<file path="src/rtl/ads1115_channel_scheduler.sv">
// ADS1115 single-shot scan scheduler: config write, conversion wait, result read per masked channel.
// Define ADS_POLL_OS_EN to replace the fixed conversion wait with OS-bit polling of the config register.
module ads1115_channel_scheduler #(
    parameter logic [2:0]  PGA              = 3'b001,
    parameter logic [2:0]  DR               = 3'b100,
    parameter int unsigned CONV_WAIT_CYCLES = 450000,
    parameter int unsigned SCAN_GAP_CYCLES  = 5000000,
    parameter int unsigned MAX_RETRIES      = 3
) (
    input  logic        clk,
    input  logic        reset,
    input  logic        enable,
    input  logic [3:0]  channel_mask,
    output logic        cmd_valid,
    input  logic        cmd_ready,
    output logic        cmd_write,
    output logic [1:0]  cmd_ptr,
    output logic [15:0] cmd_wdata,
    input  logic        rsp_valid,
    input  logic        rsp_nack,
    input  logic [15:0] rsp_rdata,
    output logic        result_valid,
    output logic [15:0] result_data,
    output logic [1:0]  result_ch,
    output logic        scan_done,
    output logic        err_valid,
    output logic [1:0]  err_ch,
    output logic        busy
);

    typedef enum logic [3:0] {
        S_IDLE,
        S_WR_CFG,
        S_WR_RSP,
        S_CONV_WAIT,
        S_POLL_REQ,
        S_POLL_RSP,
        S_POLL_WAIT,
        S_RD_REQ,
        S_RD_RSP,
        S_RETRY,
        S_NEXT,
        S_GAP
    } state_t;

`ifdef ADS_POLL_OS_EN
    localparam int unsigned POLL_INTERVAL = 1000;
`endif

    state_t      state_q, state_d;
    logic [1:0]  ch_q, ch_d;
    logic [3:0]  mask_q, mask_d;
    logic [31:0] retry_q, retry_d;
    logic [31:0] cnt_q, cnt_d;
`ifdef ADS_POLL_OS_EN
    logic [31:0] tot_q, tot_d;
`endif
    logic        result_valid_q, result_valid_d;
    logic [15:0] result_data_q, result_data_d;
    logic [1:0]  result_ch_q, result_ch_d;
    logic        err_valid_q, err_valid_d;
    logic [1:0]  err_ch_q, err_ch_d;
    logic        scan_done_q, scan_done_d;
    logic [2:0]  first_ch;
    logic [2:0]  next_ch;

    // Returns {found, channel}: lowest set bit of m at or above index from.
    function automatic logic [2:0] find_ch(input logic [3:0] m, input int unsigned from);
        logic [2:0] r;
        r = '0;
        for (int unsigned i = 0; i < 4; i++) begin
            if (!r[2] && i >= from && m[i[1:0]]) begin
                r = {1'b1, i[1:0]};
            end
        end
        return r;
    endfunction

    function automatic logic [15:0] cfg_word(input logic [1:0] ch);
        return {1'b1, 1'b1, ch, PGA, 1'b1, DR, 5'b00011};
    endfunction

    assign first_ch = find_ch(channel_mask, 0);
    assign next_ch  = find_ch(mask_q, {30'd0, ch_q} + 32'd1);

    always_comb begin
        state_d        = state_q;
        ch_d           = ch_q;
        mask_d         = mask_q;
        retry_d        = retry_q;
        cnt_d          = cnt_q;
`ifdef ADS_POLL_OS_EN
        tot_d          = tot_q;
`endif
        result_valid_d = 1'b0;
        result_data_d  = result_data_q;
        result_ch_d    = result_ch_q;
        err_valid_d    = 1'b0;
        err_ch_d       = err_ch_q;
        scan_done_d    = 1'b0;
        cmd_valid      = 1'b0;
        cmd_write      = 1'b0;
        cmd_ptr        = 2'b00;
        cmd_wdata      = '0;

        case (state_q)
            S_IDLE: begin
                if (enable && channel_mask != 4'b0000) begin
                    mask_d  = channel_mask;
                    ch_d    = first_ch[1:0];
                    state_d = S_WR_CFG;
                end
            end
            S_WR_CFG: begin
                cmd_valid = 1'b1;
                cmd_write = 1'b1;
                cmd_ptr   = 2'b01;
                cmd_wdata = cfg_word(ch_q);
                if (cmd_ready) state_d = S_WR_RSP;
            end
            S_WR_RSP: begin
                if (rsp_valid) begin
                    if (rsp_nack) begin
                        state_d = S_RETRY;
                    end else begin
                        cnt_d   = '0;
`ifdef ADS_POLL_OS_EN
                        tot_d   = '0;
                        state_d = S_POLL_REQ;
`else
                        state_d = S_CONV_WAIT;
`endif
                    end
                end
            end
`ifdef ADS_POLL_OS_EN
            // The conversion timeout runs across all poll states from the config ack.
            S_POLL_REQ: begin
                tot_d     = tot_q + 32'd1;
                cmd_valid = 1'b1;
                cmd_ptr   = 2'b01;
                if (cmd_ready) state_d = S_POLL_RSP;
            end
            S_POLL_RSP: begin
                tot_d = tot_q + 32'd1;
                if (rsp_valid) begin
                    if (rsp_nack) begin
                        state_d = S_RETRY;
                    end else if (rsp_rdata[15]) begin
                        state_d = S_RD_REQ;
                    end else if (tot_q >= CONV_WAIT_CYCLES) begin
                        state_d = S_RETRY;
                    end else begin
                        cnt_d   = '0;
                        state_d = S_POLL_WAIT;
                    end
                end
            end
            S_POLL_WAIT: begin
                tot_d = tot_q + 32'd1;
                cnt_d = cnt_q + 32'd1;
                if (tot_q >= CONV_WAIT_CYCLES) begin
                    state_d = S_RETRY;
                end else if (cnt_q == POLL_INTERVAL - 1) begin
                    state_d = S_POLL_REQ;
                end
            end
`else
            S_CONV_WAIT: begin
                cnt_d = cnt_q + 32'd1;
                if (cnt_q == CONV_WAIT_CYCLES - 1) begin
                    cnt_d   = '0;
                    state_d = S_RD_REQ;
                end
            end
`endif
            S_RD_REQ: begin
                cmd_valid = 1'b1;
                cmd_ptr   = 2'b00;
                if (cmd_ready) state_d = S_RD_RSP;
            end
            S_RD_RSP: begin
                if (rsp_valid) begin
                    if (rsp_nack) begin
                        state_d = S_RETRY;
                    end else begin
                        result_valid_d = 1'b1;
                        result_data_d  = rsp_rdata;
                        result_ch_d    = ch_q;
                        retry_d        = '0;
                        state_d        = S_NEXT;
                    end
                end
            end
            S_RETRY: begin
                if (retry_q + 32'd1 >= MAX_RETRIES) begin
                    err_valid_d = 1'b1;
                    err_ch_d    = ch_q;
                    retry_d     = '0;
                    state_d     = S_NEXT;
                end else begin
                    retry_d = retry_q + 32'd1;
                    state_d = S_WR_CFG;
                end
            end
            S_NEXT: begin
                if (next_ch[2]) begin
                    ch_d    = next_ch[1:0];
                    state_d = S_WR_CFG;
                end else begin
                    scan_done_d = 1'b1;
                    cnt_d       = '0;
                    state_d     = S_GAP;
                end
            end
            S_GAP: begin
                cnt_d = cnt_q + 32'd1;
                if (cnt_q == SCAN_GAP_CYCLES - 1) begin
                    cnt_d   = '0;
                    state_d = S_IDLE;
                end
            end
            default: state_d = S_IDLE;
        endcase
    end

    always_ff @(posedge clk) begin
        if (reset) begin
            state_q        <= S_IDLE;
            ch_q           <= '0;
            mask_q         <= '0;
            retry_q        <= '0;
            cnt_q          <= '0;
`ifdef ADS_POLL_OS_EN
            tot_q          <= '0;
`endif
            result_valid_q <= 1'b0;
            result_data_q  <= '0;
            result_ch_q    <= '0;
            err_valid_q    <= 1'b0;
            err_ch_q       <= '0;
            scan_done_q    <= 1'b0;
        end else begin
            state_q        <= state_d;
            ch_q           <= ch_d;
            mask_q         <= mask_d;
            retry_q        <= retry_d;
            cnt_q          <= cnt_d;
`ifdef ADS_POLL_OS_EN
            tot_q          <= tot_d;
`endif
            result_valid_q <= result_valid_d;
            result_data_q  <= result_data_d;
            result_ch_q    <= result_ch_d;
            err_valid_q    <= err_valid_d;
            err_ch_q       <= err_ch_d;
            scan_done_q    <= scan_done_d;
        end
    end

    assign result_valid = result_valid_q;
    assign result_data  = result_data_q;
    assign result_ch    = result_ch_q;
    assign err_valid    = err_valid_q;
    assign err_ch       = err_ch_q;
    assign scan_done    = scan_done_q;
    assign busy         = (state_q != S_IDLE) && (state_q != S_GAP);

endmodule

</file>
<file path="config.mk">
export PLATFORM = sky130hd
export DESIGN_NAME = ads1115_channel_scheduler
export DESIGN_NICKNAME = d
export VERILOG_FILES = /design/src/rtl/ads1115_channel_scheduler.sv
export SDC_FILE = /design/constraint.sdc
export NUM_CORES = 1
export LEC_CHECK = 0
export BUFFER_PORTS_ARGS = -buffer_cell sky130_fd_sc_hd__buf_2
export CAP_MARGIN = 15
export CELL_PAD_IN_SITES_DETAIL_PLACEMENT = 0
export CELL_PAD_IN_SITES_GLOBAL_PLACEMENT = 1
export CORE_AREA = 2 2 87 130
export CTS_BUF_LIST = sky130_fd_sc_hd__clkbuf_4 sky130_fd_sc_hd__clkbuf_8 sky130_fd_sc_hd__clkbuf_16
export DETAILED_ROUTE_END_ITERATION = 10
export DIE_AREA = 0 0 89 132
export GPL_TIMING_DRIVEN = 0
export PLACE_DENSITY = 0.92
export SLEW_MARGIN = 20
export SYNTH_ARGS = -nofsm -noshare
export SYNTH_HDL_FRONTEND = slang
export SYNTH_SLANG_ARGS = --single-unit
</file>
<file path="constraint.sdc">
create_clock -name clk -period 6.8 [get_ports clk]
set_clock_uncertainty 0.1 [all_clocks]
set_input_delay 1.36 -clock clk [delete_from_list [all_inputs] [get_ports clk]]
set_output_delay 1.36 -clock clk [all_outputs]
set_load 0.01 [all_outputs]
</file>
== Yosys cells after proc, flatten, opt, wreduce, memory -nomap -nowiden ==
Cells that the tools add are included.
Operators by class
  add/sub/neg operators: 3
  $lt $le $gt $ge: 5
  eq/ne operators: 22
  muxes and demuxes: 38
  bitwise gates (word level): 5
  reductions and logical operators: 35
Operators by type and width (number)
  32-bit two-way mux: 6
  32-bit case mux with 4 select lines: 1
  32-bit by 1-bit adder with 32-bit output (second input constant): 2
  32-bit case mux with 2 select lines: 1
  4-bit two-way mux: 10
  4-bit case mux with 9 select lines: 1
  32-bit by 19-bit equality test with 1-bit output (second input constant): 1
  32-bit by 23-bit equality test with 1-bit output (second input constant): 1
  32-bit by 2-bit >= comparator with 1-bit output (second input constant): 1
  2-bit != test (second input constant): 11
  3-bit two-way mux: 7
  4-bit equality test (second input constant): 4
  16-bit two-way mux: 1
  1-bit logical AND: 12
  4-bit nonzero test: 3
  3-bit AND reduction: 3
  4-bit by 2-bit equality test with 1-bit output (second input constant): 2
  2-bit two-way mux: 4
  7-bit AND reduction: 1
  1-bit by 3-bit >= comparator with 1-bit output (first input constant): 2
  2-bit by 3-bit >= comparator with 1-bit output (first input constant): 2
  1-bit logical NOT: 6
  1-bit two-way mux: 6
  2-bit OR reduction: 3
  11 further kinds: 17
Word-level totals
  bits in registers: 97
  output and inout bits: 44

== Depth between registers and ports, before layout ==
Gate-level depths: netlist of run 1.
  depth after elaboration: 18
  mapped depth: 9

== Worst setup path before layout of run 1 ==
No wires, ideal clock.
  path kind: register to output
  from: register state_q[1]
  to: output port cmd_wdata[12]
  data arrival time: 1.757 ns
  data required time: 5.340 ns
  setup slack: 3.583 ns
  stages on the path, launching flop included: 5
  path buffers: 2
  cells stage by stage: dfxtp_1 clkbuf_1 buf_1 nor3_1 and2_1
On the way
  word-level cells in the longest chain between the ends: 2
Ends and longest elaborated chain
  start: declaration: RTL line 50  | state_t state_q, state_d;
  start signal: assignment: RTL line 244  | state_q <= state_d;
  4-bit by 1-bit equality test with 1-bit output: RTL line 106  | case (state_q)
  16-bit two-way mux: RTL line 106
  end: declaration: RTL line 18  | output logic [15:0] cmd_wdata,
Every way passes these cells.

== Worst setup path in the final report of run 1 ==
  from: register state_q[1]
  to: output port cmd_wdata[15]
The elaborated chain is that of the path after synthesis.

==> results_dict.tcl, run 1 <==
set metrics [dict create \
    outcome "complete, no violations" \
    vias 4276 \
    clk_pin_slew_ns 0.07 \
    drv_slew 0 \
    crit_fanout 11 \
    drt-total-wl_um 11200 \
    ant_nets 0 \
    grt_usage_pct 19.5 \
    async_reset_ff_share_pct 0 \
    die-height_um 132 \
    cts_buffers 9 \
    timing.fmax_mhz 271 \
    core_mm2 0.0106 \
    cts_resized 0 \
    yosysSeqAreaShare_pct 40.1 \
    arrival_ns 2.23 \
    hpwl_um 8230 \
    crit_slowest_cell "nor3_2" \
    maxCapViolations 0 \
    cts-root-buf "clkbuf_16" \
    ys_ff_latch 96 \
    fin_crit_sh_pct 54.3 \
    initial_core_util_pct 45.2 \
    synth_cells 566 \
    cp.buffers_inverters 4 \
    hold_viol 0 \
    cts.sinks 96 \
    critPathLaunchType "flip-flop" \
    layout_min_cycle_time_ns 3.69 \
    cp_top_family "buffers and inverters" \
    cts_tree "done" \
    antenna_found_initial 0 \
    nFillCells 1026 \
    multi_input_area_mm2 0.00267 \
    path_cells "clkbuf_1 -> buf_1 -> nor3_2 -> buf_4 -> buf_2" \
    yosys_warnings 0 \
    crit_end "cmd_wdata[15]" \
    end_kind "output port" \
    cts_setup_buffers 0 \
    crit_start "state_q[1]$_SDFFE_PP0P_" \
    syn_to_final_growth_pct 17.5 \
    drc 0 \
    r2r-end "state_q[1]$_SDFFE_PP0P_" \
    fin_tns_setup_ns 0 \
    rrSetupSlack_ns 4.07 \
    rsz0062_at_grt "false" \
    dr.pass1.iters 5 \
    nets 673 \
    port_buffers 60 \
    power.density_mw_per_mm2 260 \
    rows 46 \
    grt_pass1_vias 4070 \
    grt_max_degree 18 \
    synth_enable_flop_cells 0 \
    yosysUniqueCellTypes 62 \
    ir_drop_mv 0.173 \
    die-area_mm2 0.0117 \
    n_antenna_cell 0 \
    reg2reg_depth 8 \
    synthFlopType "dfxtp_1" \
    clk-insertion-delay-late_ns 0.35 \
    avgSynthCellArea_um2 8.46 \
    place_congestion 0.860 \
    worst-path-stages 5 \
    rr_startpoint "retry_q[0]$_SDFFE_PP0P_" \
    tightest_slew_ns 0.955 \
    ctsHtreeMaxLevel 3 \
    cpPeakStageDelay_ns 0.69 \
    max_slew_margin_pct 35.8 \
    layout_common_cells "96 x dfxtp_1, 70 x nand2_1, 60 x buf_2" \
    drive_above_1_share_pct 16.8 \
    wl_per_cell_um 14.1 \
    grt_overflow_total 0 \
    power_leakage_nw 2.30 \
    die_w_um 89 \
    regArea_mm2 0.00192 \
    dp_cells 777 \
    drtIter0Drc 194 \
    grt_pass1_wl_um 18500 \
    cts_hold_buf 0 \
    finalSetupViolCount 0 \
    crit_type "flip-flop to output port" \
    final_cells 793 \
    synth_area_mm2 0.00479 \
    min_path_type "flip-flop to flip-flop" \
    vias_per_cell 5.39 \
    io_pins 70 \
    cp.required_ns 5.34 \
    cts_max_path_buffers 2 \
    final_common_cell "dfxtp_1" \
]
[where the power goes]
| group | leakage, nW | internal (mW) | total (mW) | switching [mW] |
|---|---|---|---|---|
| combinational | 1.36 | 0.136 | 0.320 | 0.184 |
| sequential | 0.774 | 0.577 | 0.593 | 0.0166 |
| clock | 0.161 | 0.326 | 0.550 | 0.224 |
[per-layer routing]
layer / track usage, % / wire (um) / up-vias
met3: 4.26 / 425 / 18
met1: 22.2 / 4650 / 2021
met2: 34.4 / 5890 / 105
met5: 0 / 0 / -
met4: 7.88 / 227 / 0
li1: - / - / 2132
[registers in the layout, indices dropped and copies added, names as in the netlist]
| signal | count |
|---|---|
| ch_q | 2 |
| cnt_q | 32 |
| err_ch | 2 |
| err_valid | 1 |
| mask_q | 3 |
| result_ch | 2 |
| result_data | 16 |
| result_valid | 1 |
| retry_q | 32 |
| scan_done | 1 |
| state_q | 4 |
[cell families (layout without fill, tap and decap cells)]
logic type	count (synthesis)	after routing	synth area share, %
flip-flops	96	96	40.1
AO/OA/AOI/OAI	83	83	11.8
multiplexers	10	10	2.09
XOR/XNOR	42	42	7.68
adder cells (fa/ha/maj)	3	3	0.784
buffers and inverters	46	122	4.86
AND/OR/NAND/NOR	285	285	32.6
other	1	8	0.0783
[synthesized netlist by cell type, drive strengths merged (2+ instances only)]
cell     instances  share of area [%]
o21bai           4               0.63
and4             6                1.1
nand2b           4               0.52
a211o            3               0.55
nor2            57                4.5
inv              8               0.63
a211oi           2               0.31
clkbuf          18                1.4
and2            36                4.7
buf             20                2.8
nand4           19                2.6
o21ai           11                1.1
xor2            32                5.9
a21o             2               0.31
nor2b            3               0.39
nor3b            5               0.78
nand3           27                3.2
a21oi           32                3.3
and3            11                1.4
nor4bb           2               0.42
a31o             2               0.37
nor3            16                1.7
mux2i           10                2.1
or3              5               0.65
o2111ai          2               0.37
o41ai            2               0.37
a311oi           2               0.50
dfxtp           96                 40
a21bo            2               0.42
o211a            3               0.63
a31oi            6               0.91
nand2           70                5.5
xnor2           10                1.8
nor4b            4               0.73
ha               3               0.78
nor4            14                3.3
[worst register-to-register path: stages (launching register included)]
cell and delay [ns]:
dfxtp_1 0.46, ha_1 0.31, nand4_1 0.17, nor4_4 0.30, o2111ai_1 0.18, o21ba_1 0.23
nor4_4 0.35, a31oi_2 0.25, o211a_1 0.27
[how the worst min path moves through the flow]
stage | from | to | slack, ns | cells past startpoint
detailed placement | result_data[3]$_SDFFE_PP0P_ | result_data[3]$_SDFFE_PP0P_ | 0.35 | 2
CTS | result_data[3]$_SDFFE_PP0P_ | result_data[3]$_SDFFE_PP0P_ | 0.35 | 2
floorplan | retry_q[18]$_SDFFE_PP0P_ | retry_q[18]$_SDFFE_PP0P_ | 0.35 | 1
finish | result_data[3]$_SDFFE_PP0P_ | result_data[3]$_SDFFE_PP0P_ | 0.35 | 2
global route | result_data[4]$_SDFFE_PP0P_ | result_data[4]$_SDFFE_PP0P_ | 0.37 | 2
global placement | err_ch[0]$_SDFFE_PP0P_ | err_ch[0]$_SDFFE_PP0P_ | 0.34 | 2
[per-stage QoR]
stage | utilization (%) | power [mW] | hold WS, ns | setup slack [ns] | cell area [um^2]
finish | 53.1 | 1.46 | 0.352 | 3.11 | 5630
global route | 53.1 | 1.53 | 0.375 | 2.99 | 5630
CTS | 53.1 | 1.47 | 0.354 | 3.07 | 5630
detailed placement | 50.1 | 0.925 | 0.345 | 3.27 | 5300
global placement | 50.0 | 0.915 | 0.340 | 3.11 | 5300
floorplan | - | 0.828 | 0.354 | 3.58 | 4820
[area by class of cell]
cell class                      instances  share of cell area (%)
Buffer                                 38                    3.60
Multi-Input combinational cell        431                    47.4
Inverter                                8                   0.534
Tap cell                              144                    3.20
Sequential cell                        96                    34.1
Clock inverter                          7                    1.78
Timing Repair Buffer                   60                    5.34
Clock buffer                            9                    4.00
(Power assumes the default switching activity.)
==> run 2: changes to the inputs <==
--- a/config.mk
+++ b/config.mk
@@ -9,12 +9,12 @@
 export CAP_MARGIN = 15
 export CELL_PAD_IN_SITES_DETAIL_PLACEMENT = 0
 export CELL_PAD_IN_SITES_GLOBAL_PLACEMENT = 1
-export CORE_AREA = 2 2 87 130
+export CORE_AREA = 2 2 90 135
 export CTS_BUF_LIST = sky130_fd_sc_hd__clkbuf_4 sky130_fd_sc_hd__clkbuf_8 sky130_fd_sc_hd__clkbuf_16
 export DETAILED_ROUTE_END_ITERATION = 10
-export DIE_AREA = 0 0 89 132
+export DIE_AREA = 0 0 92 137
 export GPL_TIMING_DRIVEN = 0
-export PLACE_DENSITY = 0.92
+export PLACE_DENSITY = 0.87
 export SLEW_MARGIN = 20
 export SYNTH_ARGS = -nofsm -noshare
 export SYNTH_HDL_FRONTEND = slang
==> constraint.sdc (replaced) <==
create_clock -name clk -period 3.9 [get_ports clk]
set_clock_uncertainty 0.1 [all_clocks]
set_input_delay 0.78 -clock clk [delete_from_list [all_inputs] [get_ports clk]]
set_output_delay 0.78 -clock clk [all_outputs]
set_load 0.01 [all_outputs]
==> run 2 against run 1 <==
  * Die area grew 7.3%
  * Register-to-register slack lost 2.9 ns
  * Via count shrank 1.7%
  * Cell count grew 0.76%
  * Sequential share of layout area grew 0.12 points
  * Worst hold slack gained 0.0026 ns
  * Largest cell class unchanged
==> results_dict.tcl, run 2 (synthesis results as in run 1) <==
set metrics [dict create \
    cp.required_ns 3.02 \
    n_antenna_cell 0 \
    p_sw_mw 0.763 \
    vias 4202 \
    swShare_pct 31.1 \
    cts.sinks 96 \
    critPathLaunchType "flip-flop" \
    grt_pass1_wl_um 18200 \
    antenna_found_initial 0 \
    cts_tree "done" \
    ir_drop_mv 0.251 \
    syn_to_final_growth_pct 17.1 \
    timing.final.ws_setup_ns 0.810 \
    grt_usage_pct 17.7 \
    hold_viol 0 \
    grt_max_degree 20 \
    ctsHtreeMaxLevel 3 \
    wl_per_cell_um 13.9 \
    max_slew_margin_pct 34.7 \
    drv_slew 0 \
    min_path_type "flip-flop to flip-flop" \
    power.density_mw_per_mm2 438 \
    drc 0 \
    dp_cells 783 \
    core_mm2 0.0114 \
    rows 48 \
    end_kind "output port" \
    cts_hold_buf 0 \
    fin_tns_setup_ns 0 \
    timing.fmax_mhz 324 \
    whs_path_depth 2 \
    finalSetupViolCount 0 \
    die-height_um 137 \
    power_leakage_nw 2.28 \
    drive_above_1_share_pct 16.8 \
    vias_per_cell 5.26 \
    die_w_um 92 \
    grt_overflow_total 0 \
    port_buffers 60 \
    initial_core_util_pct 42.0 \
    clk-insertion-delay-late_ns 0.35 \
    pwr-share-clk_pct 35.3 \
    outcome "complete, no violations" \
    rsz0062_at_grt "false" \
    nFillCells 1136 \
    grt_pass1_vias 3947 \
    crit_type "flip-flop to output port" \
    drtIter0Drc 164 \
    crit_fanout 11 \
    seqPwrFrac_pct 42.1 \
    final_cells 799 \
    hpwl_um 8410 \
    intPower_mw 1.69 \
    place_ws_ns 0.911 \
    drt-total-wl_um 11100 \
    io_pins 70 \
    arrival_ns 2.21 \
    cts-root-buf "clkbuf_16" \
    layout_common_cells "96 x dfxtp_1, 70 x nand2_1, 60 x buf_2" \
    finish.utilization_pct 49.1 \
    comb_power_share_pct 22.6 \
    tightest_slew_ns 0.972 \
    maxCapViolations 0 \
    ant_nets 0 \
    fin_crit_sh_pct 79.2 \
    clk_pin_slew_ns 0.07 \
    cts_max_path_buffers 2 \
    reg2reg_depth 8 \
    cts_buffers 9 \
    cts_resized 0 \
    place_congestion 0.871 \
    nets 673 \
    die-area_mm2 0.0126 \
    layout_min_cycle_time_ns 3.09 \
    final_common_cell "dfxtp_1" \
    cts_setup_buffers 0 \
    dr.pass1.iters 4 \
]
-- run 2: area by class of cell --
class                           count  area, um^2  share of cell area (%)
Sequential cell                    96        1920                    34.3
Timing Repair Buffer               60         300                    5.35
Inverter                            8        30.0                   0.535
Buffer                             38         203                    3.61
Clock buffer                        9         225                    4.02
Clock inverter                      7        72.6                    1.29
Multi-Input combinational cell    431        2670                    47.6
Tap cell                          150         188                    3.35
-- run 2: worst max-delay path: stages, from the launching register on --
cell and delay [ns]:
dfxtp_1 0.30, clkbuf_1 0.22, buf_1 0.30, nor3_2 0.69, and2_1 0.22, buf_2 0.13
-- run 2: power groups by stage --
stage | logic, mW | clock network (mW) | registers, mW
floorplan | 0.396 | 0 | 1.05
global placement | 0.548 | 0 | 1.05
detailed placement | 0.557 | 0 | 1.06
CTS | 0.559 | 0.887 | 1.03
global route | 0.613 | 0.933 | 1.04
finish | 0.555 | 0.868 | 1.03
-- run 2: per-stage QoR --
stage	instance area, um^2	hold WS [ns]	power, mW
floorplan	4820	0.354	1.44
global placement	5310	0.341	1.60
detailed placement	5310	0.346	1.61
CTS	5610	0.356	2.48
global route	5610	0.364	2.59
finish	5610	0.354	2.46
-- run 2: worst paths after layout --
check	start	end	slack, ns
worst max-delay path	state_q[1]$_SDFFE_PP0P_	cmd_wdata[12]	0.81
worst min-delay path	result_data[1]$_SDFFE_PP0P_	result_data[1]$_SDFFE_PP0P_	0.35
worst max register to register	retry_q[0]$_SDFFE_PP0P_	state_q[3]$_SDFFE_PP0P_	1.19
worst min register to register	result_data[1]$_SDFFE_PP0P_	result_data[1]$_SDFFE_PP0P_	0.35
-- run 2: routing by layer --
metal | part of all wire [%] | global-route usage (%) | vias to the layer above
met4 | 1.8 | 6.38 | 0
met1 | 42 | 20.4 | 1993
met2 | 53 | 32.2 | 68
met3 | 2.7 | 3.74 | 14
li1 | - | - | 2127
met5 | 0 | 0 | -
